--- src/rtl/ssb_pkg.sv ---
// Shared constants for the SS/PBCH block generator: m-sequence tables,
// legal cell-ID bounds, SSB symbol indices and FSM states.
package ssb_pkg;

  localparam int N_ID_1_MAX = 335;
  localparam int N_ID_2_MAX = 2;

  typedef enum logic [1:0] {
    SYM_PSS   = 2'd0,
    SYM_PBCH0 = 2'd1,
    SYM_SSS   = 2'd2,
    SYM_PBCH1 = 2'd3
  } ssb_sym_e;

  typedef enum logic [1:0] {
    ST_IDLE = 2'd0,
    ST_CALC = 2'd1,
    ST_RUN  = 2'd2
  } ssb_state_e;

  // Bit i of the result is x(i). tap1 selects x(i+1) feedback instead of x(i+4).
  function automatic logic [126:0] gen_mseq(input logic [6:0] init, input bit tap1);
    logic [126:0] x;
    x      = '0;
    x[6:0] = init;
    for (int i = 0; i < 120; i++)
      x[i+7] = (tap1 ? x[i+1] : x[i+4]) ^ x[i];
    return x;
  endfunction

  localparam logic [126:0] XP = gen_mseq(7'b1110110, 1'b0);
  localparam logic [126:0] X0 = gen_mseq(7'b0000001, 1'b0);
  localparam logic [126:0] X1 = gen_mseq(7'b0000001, 1'b1);

endpackage

--- src/rtl/mod127_ptr.sv ---
// Loadable, enabled modulo-127 counter used as an m-sequence read pointer.
module mod127_ptr (
  input  logic       clk_i,
  input  logic       reset_ni,
  input  logic       load_i,
  input  logic [6:0] load_val_i,
  input  logic       en_i,
  output logic [6:0] ptr_o
);

  logic [6:0] ptr_q, ptr_d;

  always_comb begin
    ptr_d = ptr_q;
    if (load_i)    ptr_d = load_val_i;
    else if (en_i) ptr_d = (ptr_q == 7'd126) ? 7'd0 : ptr_q + 7'd1;
  end

  always_ff @(posedge clk_i or negedge reset_ni)
    if (!reset_ni) ptr_q <= '0;
    else           ptr_q <= ptr_d;

  assign ptr_o = ptr_q;

endmodule

--- src/rtl/ssb_tx_gen.sv ---
// Frequency-domain SSB grid generator: PSS on symbol 0, SSS on symbol 2,
// zero PBCH symbols, FFT_LEN bins per symbol in natural FFT order.
module ssb_tx_gen
  import ssb_pkg::*;
#(
  parameter int NFFT   = 8,
  parameter int OUT_DW = 32,
  parameter int AMP    = 8192
) (
  input  logic              clk_i,
  input  logic              reset_ni,
  input  logic              start_i,
  input  logic [8:0]        N_id_1_i,
  input  logic [1:0]        N_id_2_i,
  output logic              busy_o,
  output logic              err_o,
  output logic [OUT_DW-1:0] m_axis_out_tdata,
  output logic [1:0]        m_axis_out_tuser,
  output logic              m_axis_out_tlast,
  output logic              m_axis_out_tvalid,
  input  logic              m_axis_out_tready
);

  localparam int HW = OUT_DW / 2;
  localparam logic [HW-1:0] AMP_P = HW'(AMP);
  localparam logic [HW-1:0] AMP_N = HW'(-AMP);

  ssb_state_e state_q, state_d;
  logic [8:0]      id1_q, id1_d;
  logic [1:0]      id2_q, id2_d;
  logic [NFFT-1:0] b_q, b_d;
  logic [1:0]      s_q, s_d;
  logic            err_q, err_d;

  logic            id_ok, hs, last_bin, active;
  logic [NFFT-1:0] n_idx;
  logic [2:0][6:0] base, ptr;
  logic [8:0]      sub, m1, m1p;
  logic [6:0]      m0_base;

  assign id_ok    = (N_id_1_i <= 9'(N_ID_1_MAX)) && (N_id_2_i <= 2'(N_ID_2_MAX));
  assign hs       = (state_q == ST_RUN) && m_axis_out_tready;
  assign last_bin = (b_q == {NFFT{1'b1}});
  assign n_idx    = b_q + NFFT'(64);
  assign active   = (n_idx <= NFFT'(126));

  always_ff @(posedge clk_i or negedge reset_ni)
    if (!reset_ni) state_q <= ST_IDLE;
    else           state_q <= state_d;

  always_comb begin
    state_d = state_q;
    case (state_q)
      ST_IDLE: if (start_i && id_ok) state_d = ST_CALC;
      ST_CALC: state_d = ST_RUN;
      ST_RUN:  if (hs && last_bin && s_q == 2'd3) state_d = ST_IDLE;
      default: state_d = ST_IDLE;
    endcase
  end

  always_comb begin
    id1_d = id1_q;
    id2_d = id2_q;
    b_d   = b_q;
    s_d   = s_q;
    err_d = (state_q == ST_IDLE) && start_i && !id_ok;
    if (state_q == ST_IDLE && start_i && id_ok) begin
      id1_d = N_id_1_i;
      id2_d = N_id_2_i;
    end
    if (state_q == ST_CALC) begin
      b_d = '0;
      s_d = '0;
    end
    if (hs) begin
      b_d = b_q + NFFT'(1);
      if (last_bin) s_d = s_q + 2'd1;
    end
  end

  always_ff @(posedge clk_i or negedge reset_ni)
    if (!reset_ni) begin
      id1_q <= '0;
      id2_q <= '0;
      b_q   <= '0;
      s_q   <= '0;
      err_q <= 1'b0;
    end else begin
      id1_q <= id1_d;
      id2_q <= id2_d;
      b_q   <= b_d;
      s_q   <= s_d;
      err_q <= err_d;
    end

  // Pointers start each symbol at n=64 (bin 0); 127 increments per symbol
  // bring them back to the same value, so one load per SSB suffices.
  always_comb begin
    sub     = 9'd0;
    m0_base = 7'd0;
    if (id1_q >= 9'd224) begin
      sub     = 9'd224;
      m0_base = 7'd30;
    end else if (id1_q >= 9'd112) begin
      sub     = 9'd112;
      m0_base = 7'd15;
    end
    m1  = id1_q - sub;
    m1p = m1 + 9'd64;
    if (m1p >= 9'd127) m1p = m1p - 9'd127;
    base[0] = m0_base + 7'({id2_q, 2'b00}) + 7'(id2_q) + 7'd64;
    base[1] = m1p[6:0];
    case (id2_q)
      2'd1:    base[2] = 7'd107;
      2'd2:    base[2] = 7'd23;
      default: base[2] = 7'd64;
    endcase
  end

  for (genvar i = 0; i < 3; i++) begin : g_ptr
    mod127_ptr u_ptr (
      .clk_i      (clk_i),
      .reset_ni   (reset_ni),
      .load_i     (state_q == ST_CALC),
      .load_val_i (base[i]),
      .en_i       (hs && active),
      .ptr_o      (ptr[i])
    );
  end

  always_comb begin
    m_axis_out_tvalid = (state_q == ST_RUN);
    busy_o            = (state_q != ST_IDLE);
    err_o             = err_q;
    m_axis_out_tuser  = (state_q == ST_RUN) ? s_q : 2'd0;
    m_axis_out_tlast  = (state_q == ST_RUN) && last_bin;
    m_axis_out_tdata  = '0;
    if (state_q == ST_RUN && active) begin
      if (s_q == SYM_PSS)
        m_axis_out_tdata = {{HW{1'b0}}, (XP[ptr[2]] ? AMP_N : AMP_P)};
      else if (s_q == SYM_SSS)
        m_axis_out_tdata = {{HW{1'b0}}, ((X0[ptr[0]] ^ X1[ptr[1]]) ? AMP_N : AMP_P)};
    end
  end

endmodule

--- config.mk ---
export PLATFORM = sky130hd
export DESIGN_NAME = ssb_tx_gen
export DESIGN_NICKNAME = d
export VERILOG_FILES = /design/src/rtl/ssb_pkg.sv /design/src/rtl/mod127_ptr.sv /design/src/rtl/ssb_tx_gen.sv
export SDC_FILE = /design/constraint.sdc
export NUM_CORES = 1
export LEC_CHECK = 0
export ABC_AREA = 1
export BUFFER_PORTS_ARGS = -buffer_cell sky130_fd_sc_hd__buf_2
export CAP_MARGIN = 20
export CORE_MARGIN = 2
export CORE_UTILIZATION = 46
export DETAILED_ROUTE_END_ITERATION = 6
export MAX_ROUTING_LAYER = met4
export PLACE_DENSITY = 0.73
export SLEW_MARGIN = 20
export SYNTH_ARGS = -nofsm -noshare
export SYNTH_HDL_FRONTEND = slang
export SYNTH_SLANG_ARGS = --single-unit
--- constraint.sdc ---
create_clock -name clk_i -period 3.26 [get_ports clk_i]
set_input_delay 0.652 -clock clk_i [delete_from_list [all_inputs] [get_ports clk_i]]
set_output_delay 0.652 -clock clk_i [all_outputs]
set_load 0.05 [all_outputs]
=== Word-level counts from Yosys, hierarchy flattened ===
Memory sizes are Yosys's and may differ from the RTL's.
Index checks and enable logic that the tools add are counted.
W data, S select, Z words.

* Register bits: 45
* Input bits: 15
* Memories: 3
* ROM bits: 384
* Logic and storage cells: 96
* Output and inout bits: 38
* Memory bits (writable): 0
* Bits in latches: 0

{| class="wikitable"
|+ Memories
! name !! words !! bits a word !! read ports !! clocked after Yosys merged registers in !! write ports !! line !! RTL
|-
| (no name shown) || 128 || 1 || 1 || 0 || 0 || ssb_tx_gen.sv:142 || <nowiki>m_axis_out_tdata = {{HW{1'b0}}, ((X0[ptr[0]] ^ X1[ptr[1]]) ? AMP_N : AMP_P)};</nowiki>
|-
| (no name shown) || 128 || 1 || 1 || 0 || 0 || ssb_tx_gen.sv:142 ||
|-
| (no name shown) || 128 || 1 || 1 || 0 || 0 || ssb_tx_gen.sv:140 || <nowiki>m_axis_out_tdata = {{HW{1'b0}}, (XP[ptr[2]] ? AMP_N : AMP_P)};</nowiki>
|}

* Eq/ne operators: 12
* Add/sub/neg operators: 12
* Shift operators: 0
* Muxes and demuxes: 32
* Divide/modulo/power cells: 0
* Multiply operators: 0
* Bitwise operators: 1
* Reduce and logical (&&, ||, !) cells: 18
* Order comparisons: 9

{| class="wikitable"
|+ Operator list
! kind !! count
|-
| $mux W7 || 12
|-
| $mux W16 || 5
|-
| $lt A7 B8 Y1 const B || 3
|-
| $add A7 B1 Y7 const B || 3
|-
| $eq A7 B7 Y1 const B || 3
|-
| $ge A9 B7 Y1 const B || 2
|-
| $mux W8 || 2
|-
| $pmux W7 S2 || 1
|-
| $mux W2 || 6
|-
| $logic_and A1 B1 Y1 || 11
|-
| $add A9 B7 Y9 const B || 1
|-
| $ge A9 B8 Y1 const B || 1
|-
| $le A9 B9 Y1 const B || 1
|-
| $mux W9 || 1
|-
| $sub A9 B9 Y9 || 1
|-
| $add A8 B1 Y8 const B || 1
|-
| $add A8 B7 Y8 const B || 1
|-
| $eq A2 B2 Y1 const B || 4
|-
| $eq A8 B8 Y1 const B || 1
|-
| $le A8 B7 Y1 const B || 1
|-
| $add A7 B2 Y7 || 1
|-
| $add A7 B4 Y7 || 1
|-
| $add A7 B7 Y7 const B || 1
|-
| $sub A7 B7 Y7 const B || 1
|-
| other kinds (13) || 19
|}

=== Logic depth before layout (Yosys ltp) ===
* Depth in word-level cells: 8
* Mapped depth: 21
* Depth with buffers taken out: 21

=== Hierarchy ===
A second synthesis with hierarchy kept.

* Cells, all modules: 687
* Area total of the unflattened synthesis: 4787.1 um2

{| class="wikitable"
|+ Modules (own cells, without submodules)
! module !! area an instance (um2) !! cells an instance !! sequential area each (um2) !! instances
|-
| ssb_tx_gen || 3364.5 || 513 || 600.6 || 1
|-
| mod127_ptr || 474.2 || 58 || 175.2 || 3
|}

=== Worst setup path after synthesis ===
No wires, ideal clock.

* Path kind: reg-to-output
* Start: register g_ptr[0].u_ptr.ptr_q[0]
* End: output port m_axis_out_tdata[15]
* Path buffers: 1
* Cell stages (with the launch flop): 14
* Path slack: 379 ps
* Arrival time: 2229 ps
* Data required time: 2608 ps
* Cell sequence: dfrtp_1 -> inv_1 -> ha_1 -> nand2_1 -> o21ai_0 -> o211ai_1 -> nand2_1 -> nand3b_1 -> nand2_1 -> nand3_1 -> nand3_1 -> nand2_1 -> inv_1 -> buf_4

* Cells in the longest elaborated chain, start to end: 7

{| class="wikitable"
|+ Ends and longest elaborated chain
! item !! line !! RTL
|-
| start: declaration || mod127_ptr.sv:11 || <nowiki>logic [6:0] ptr_q, ptr_d;</nowiki>
|-
| start signal: assignment || mod127_ptr.sv:21 || <nowiki>else ptr_q <= ptr_d;</nowiki>
|-
| $mem_v2 Z128 W1 || - ||
|-
| $mux W1 (not written as such) || ssb_tx_gen.sv:142 ||
|-
| $xor A1 B1 Y1 || ssb_tx_gen.sv:142 ||
|-
| $mux W16 || ssb_tx_gen.sv:142 ||
|-
| $mux W16 || ssb_tx_gen.sv:141 || <nowiki>else if (s_q == SYM_SSS)</nowiki>
|-
| $mux W16 || ssb_tx_gen.sv:139 || <nowiki>if (s_q == SYM_PSS)</nowiki>
|-
| $mux W16 || ssb_tx_gen.sv:138 || <nowiki>if (state_q == ST_RUN && active) begin</nowiki>
|-
| end: declaration || ssb_tx_gen.sv:17 || <nowiki>output logic [OUT_DW-1:0] m_axis_out_tdata,</nowiki>
|}

No other way between the ends. The select of a mux whose other input is x is not followed.

=== Final worst setup path ===
* Start: register g_ptr[1].u_ptr.ptr_q[2]
* End: output port m_axis_out_tdata[15]

* Cells in the longest elaborated chain, start to end: 7

{| class="wikitable"
|+ Ends and longest elaborated chain
! item !! line
|-
| start: declaration || mod127_ptr.sv:11
|-
| start signal: assignment || mod127_ptr.sv:21
|-
| $mem_v2 Z128 W1 || -
|-
| $mux W1 (not written as such) || ssb_tx_gen.sv:142
|-
| $xor A1 B1 Y1 || ssb_tx_gen.sv:142
|-
| $mux W16 || ssb_tx_gen.sv:142
|-
| $mux W16 || ssb_tx_gen.sv:141
|-
| $mux W16 || ssb_tx_gen.sv:139
|-
| $mux W16 || ssb_tx_gen.sv:138
|}

No other way between the ends. The select of a mux whose other input is x is not followed.

==> impl_metrics.yaml <==
status:
  status: "finished clean"
clock_tree:
  clockBufferDepth: 2
  h-tree-depth: 2
  clkTransAtPathRegs_ns: 0.09
  cts_sinks: 45
  cts-root-buf: "clkbuf_8"
  cts_buffers: 5
  clock_latency_ns: 0.31
  cts_tree: "done"
logic_synthesis:
  ys_async_sr_fraction_pct: 100
  synth_area_leader_cell: "dfrtp_1"
  synth-seq-area-share_pct: 24.3
  yosys.area_share.simple_pct: 28.8
  synth_edf_count: 0
  synth_compound_area_share_pct: 16.9
  syn-cell-area_mm2: 0.00464
  synth_most_common_cell: "nand2_1"
  ys_top_cells_by_area: "dfrtp_1 24%, ha_1 13%, nand2_1 13%"
  synthAdderAreaFrac_pct: 13.4
  synthMuxAreaShare_pct: 0
  syn_area_per_cell_um2: 6.95
  ys_warn_count: 0
  synth_top_family_by_area: "simple AND/OR/NAND/NOR gates"
  yosys_register_bits: 45
  synth_cell_types: 51
  synth-xor-area-share_pct: 1.89
  synth_top_flop_cell: "dfrtp_1"
  synthCells: 668
  synth_commonest_cells: "159 x nand2_1, 93 x inv_1, 58 x nand3_1, 49 x nor2_1, 48 x ha_1"
  synth_top_cell_area_share_pct: 24.3
timing:
  maxSlewViolCount: 0
  fmax_mhz: 321
  timing.final.crit_period_ns: 3.11
  holdWs_ns: 0.344
  slew_headroom_pct: 58.9
  setup_viol_count_final: 0
  tightestPinTransition_ns: 0.617
  fin_skew_ns: 0.00595
  fin_crit_sh_pct: 95.5
  setup_ws_ns: 0.148
  finalHoldViolations: 0
finish:
  syn2layout_area_growth_pct: 5.09
  final_cell_count_no_fill: 820
  final_util_pct: 49.9
  fillers: 972
  diodes: 0
  layout-drive-gt1-share_pct: 11.5
  nets: 751
setup_path:
  critical_path.max_stage_delay_ns: 0.52
  cp-end-kind: "output pin"
  critPathArrivalTime_ns: 2.46
  worstPathRequired_ns: 2.61
  timing_worst_setup_path_type: "reg -> out"
  crit_chain: "inv_1 -> ha_1 -> o221ai_1 -> nand3_1 -> nand3_1 -> nand2_1 -> nand2_1 -> nand3_1 -> nand2_1 -> inv_1 -> clkbuf_4"
  cp_slowest_cell: "dfrtp_1"
  startpoint_type: "register"
  crit_fanout: 12
placement:
  place_hpwl_mm: 7.65
  gp_congestion: 0.955
  numPortBuffers: 23
  place_inst: 811
  place_worst_setup_slack_ns: 0.364
global_route:
  grt_pass1_wl_mm: 17.7
  antenna_found_initial: 0
  grt_use_total_pct: 19.7
  grt_max_degree: 46
  overflow: 0
  grt_pass1_vias: 3973
detailed_routing:
  first_pass_iters: 5
  detail_route.wirelength_mm: 10.1
  ant_nets: 0
  wl_per_cell_um: 12.4
  route.detailed.drc: 0
  first_iter_violations: 250
  viasPerCell: 5.22
  num_vias: 4279
floorplanning:
  die_y_um: 104
  fp.dieW_um: 104
  row_count: 36
  start_util_pct: 47.5
  ioPinCount: 53
  dieArea_mm2: 0.0109
  coreArea_mm2: 0.00977
hold_path:
  worst_hold_path_type: "in -> async"
run:
  drv_cap: 0
[repair_timing]
| item | in CTS | in global routing |
|---|---|---|
| hold buffers | 0 | 0 |
| resized for setup | 0 | 13 |
| endpoints found under the setup margin | 0 | 2 |
| buffers inserted | 0 | 2 |
[kinds of logic (layout without fill, tap and decap cells)]
group                    count (synthesis)  in the layout
AND/OR/NAND/NOR                        301            301
buffers and inverters                  143            134
AO/OA/AOI/OAI                          119            119
adder cells (fa/ha/maj)                 49             49
flip-flops                              45             45
XOR/XNOR                                10             10
other                                    1             29
[state kept, by name, indices dropped and copies added (netlist names)]
name               count
b_q                    8
err_o                  1
g_ptr.u_ptr.ptr_o     21
id1_q                  9
id2_q                  2
s_q                    2
state_q                2
[per-layer routing]
layer | track usage, % | up-vias | share of wire [%]
met5 | - | - | 0
met4 | 5.50 | 0 | 1.2
met3 | 2.57 | 10 | 5.4
met2 | 34.3 | 130 | 50
met1 | 23.9 | 1983 | 44
li1 | - | 2156 | -
[stage by stage]
stage	setup TNS (ns)	instance area (um2)
global route	-0.0213	4880
floorplan	0	4750
detailed placement	0	4740
global placement	0	4740
CTS	0	4830
finish	0	4880
[cell usage in the layout, fill, tap and decap left out, types with 3 or more instances in the layout]
cell type and n:
nand4_1 6, nand2_2 3, nand2_1 159, ha_1 47, a22oi_1 3, o211ai_1 7
dfrtp_1 40, nor3_1 6, nand3b_1 4, clkbuf_8 6, inv_2 7, o221ai_1 3
dfrtp_2 5, nor2_4 5, o31ai_1 4, o21ai_2 5, buf_2 20, o21ai_0 44
nor2_1 49, inv_1 90, buf_4 5, nand3_1 58, xor2_1 8, conb_1 29
a21oi_1 31, o211ai_2 4, a31oi_1 3
[path summary, 6_finish.rpt]
| kind | from | cells after the start | endpoint | slack [ns] |
|---|---|---|---|---|
| min in group clk_i | id1_q[5] | 2 | id1_q[5] | 0.53 |
| max in group asynchronous | reset_ni | 1 | g_ptr[1].u_ptr.ptr_o[1] | 2.46 |
| setup reg to reg | id1_q[5] | 18 | g_ptr[1].u_ptr.ptr_o[6] | 0.40 |
| hold reg to reg | id1_q[5] | 2 | id1_q[5] | 0.53 |
| setup / recovery | g_ptr[1].u_ptr.ptr_o[2] | 11 | m_axis_out_tdata[15] | 0.15 |
| hold / removal | reset_ni | 1 | b_q[2] | 0.34 |
[area by class of cell]
type | count | area (um2) | share of cell area (%)
flip-flops and latches | 45 | 1130 | 23.2
clock buffers | 7 | 86.3 | 1.77
well taps | 133 | 166 | 3.41
repair buffers | 27 | 153 | 3.13
multi-input cells | 508 | 2960 | 60.6
inverters | 100 | 385 | 7.90
[worst max-delay path: cells and delay by family (launching register included)]
family	cells	cell delay, ns
DFF	1	0.52
and+or+nand+nor	6	0.58
adders and majority gates	1	0.35
buffers and inverters	3	0.51
AOI/OAI and AO/OA	1	0.18
Power is left out: the tool's default activity adds up to more than one toggle a clock period on the data nets, which glitch-free logic cannot reach.
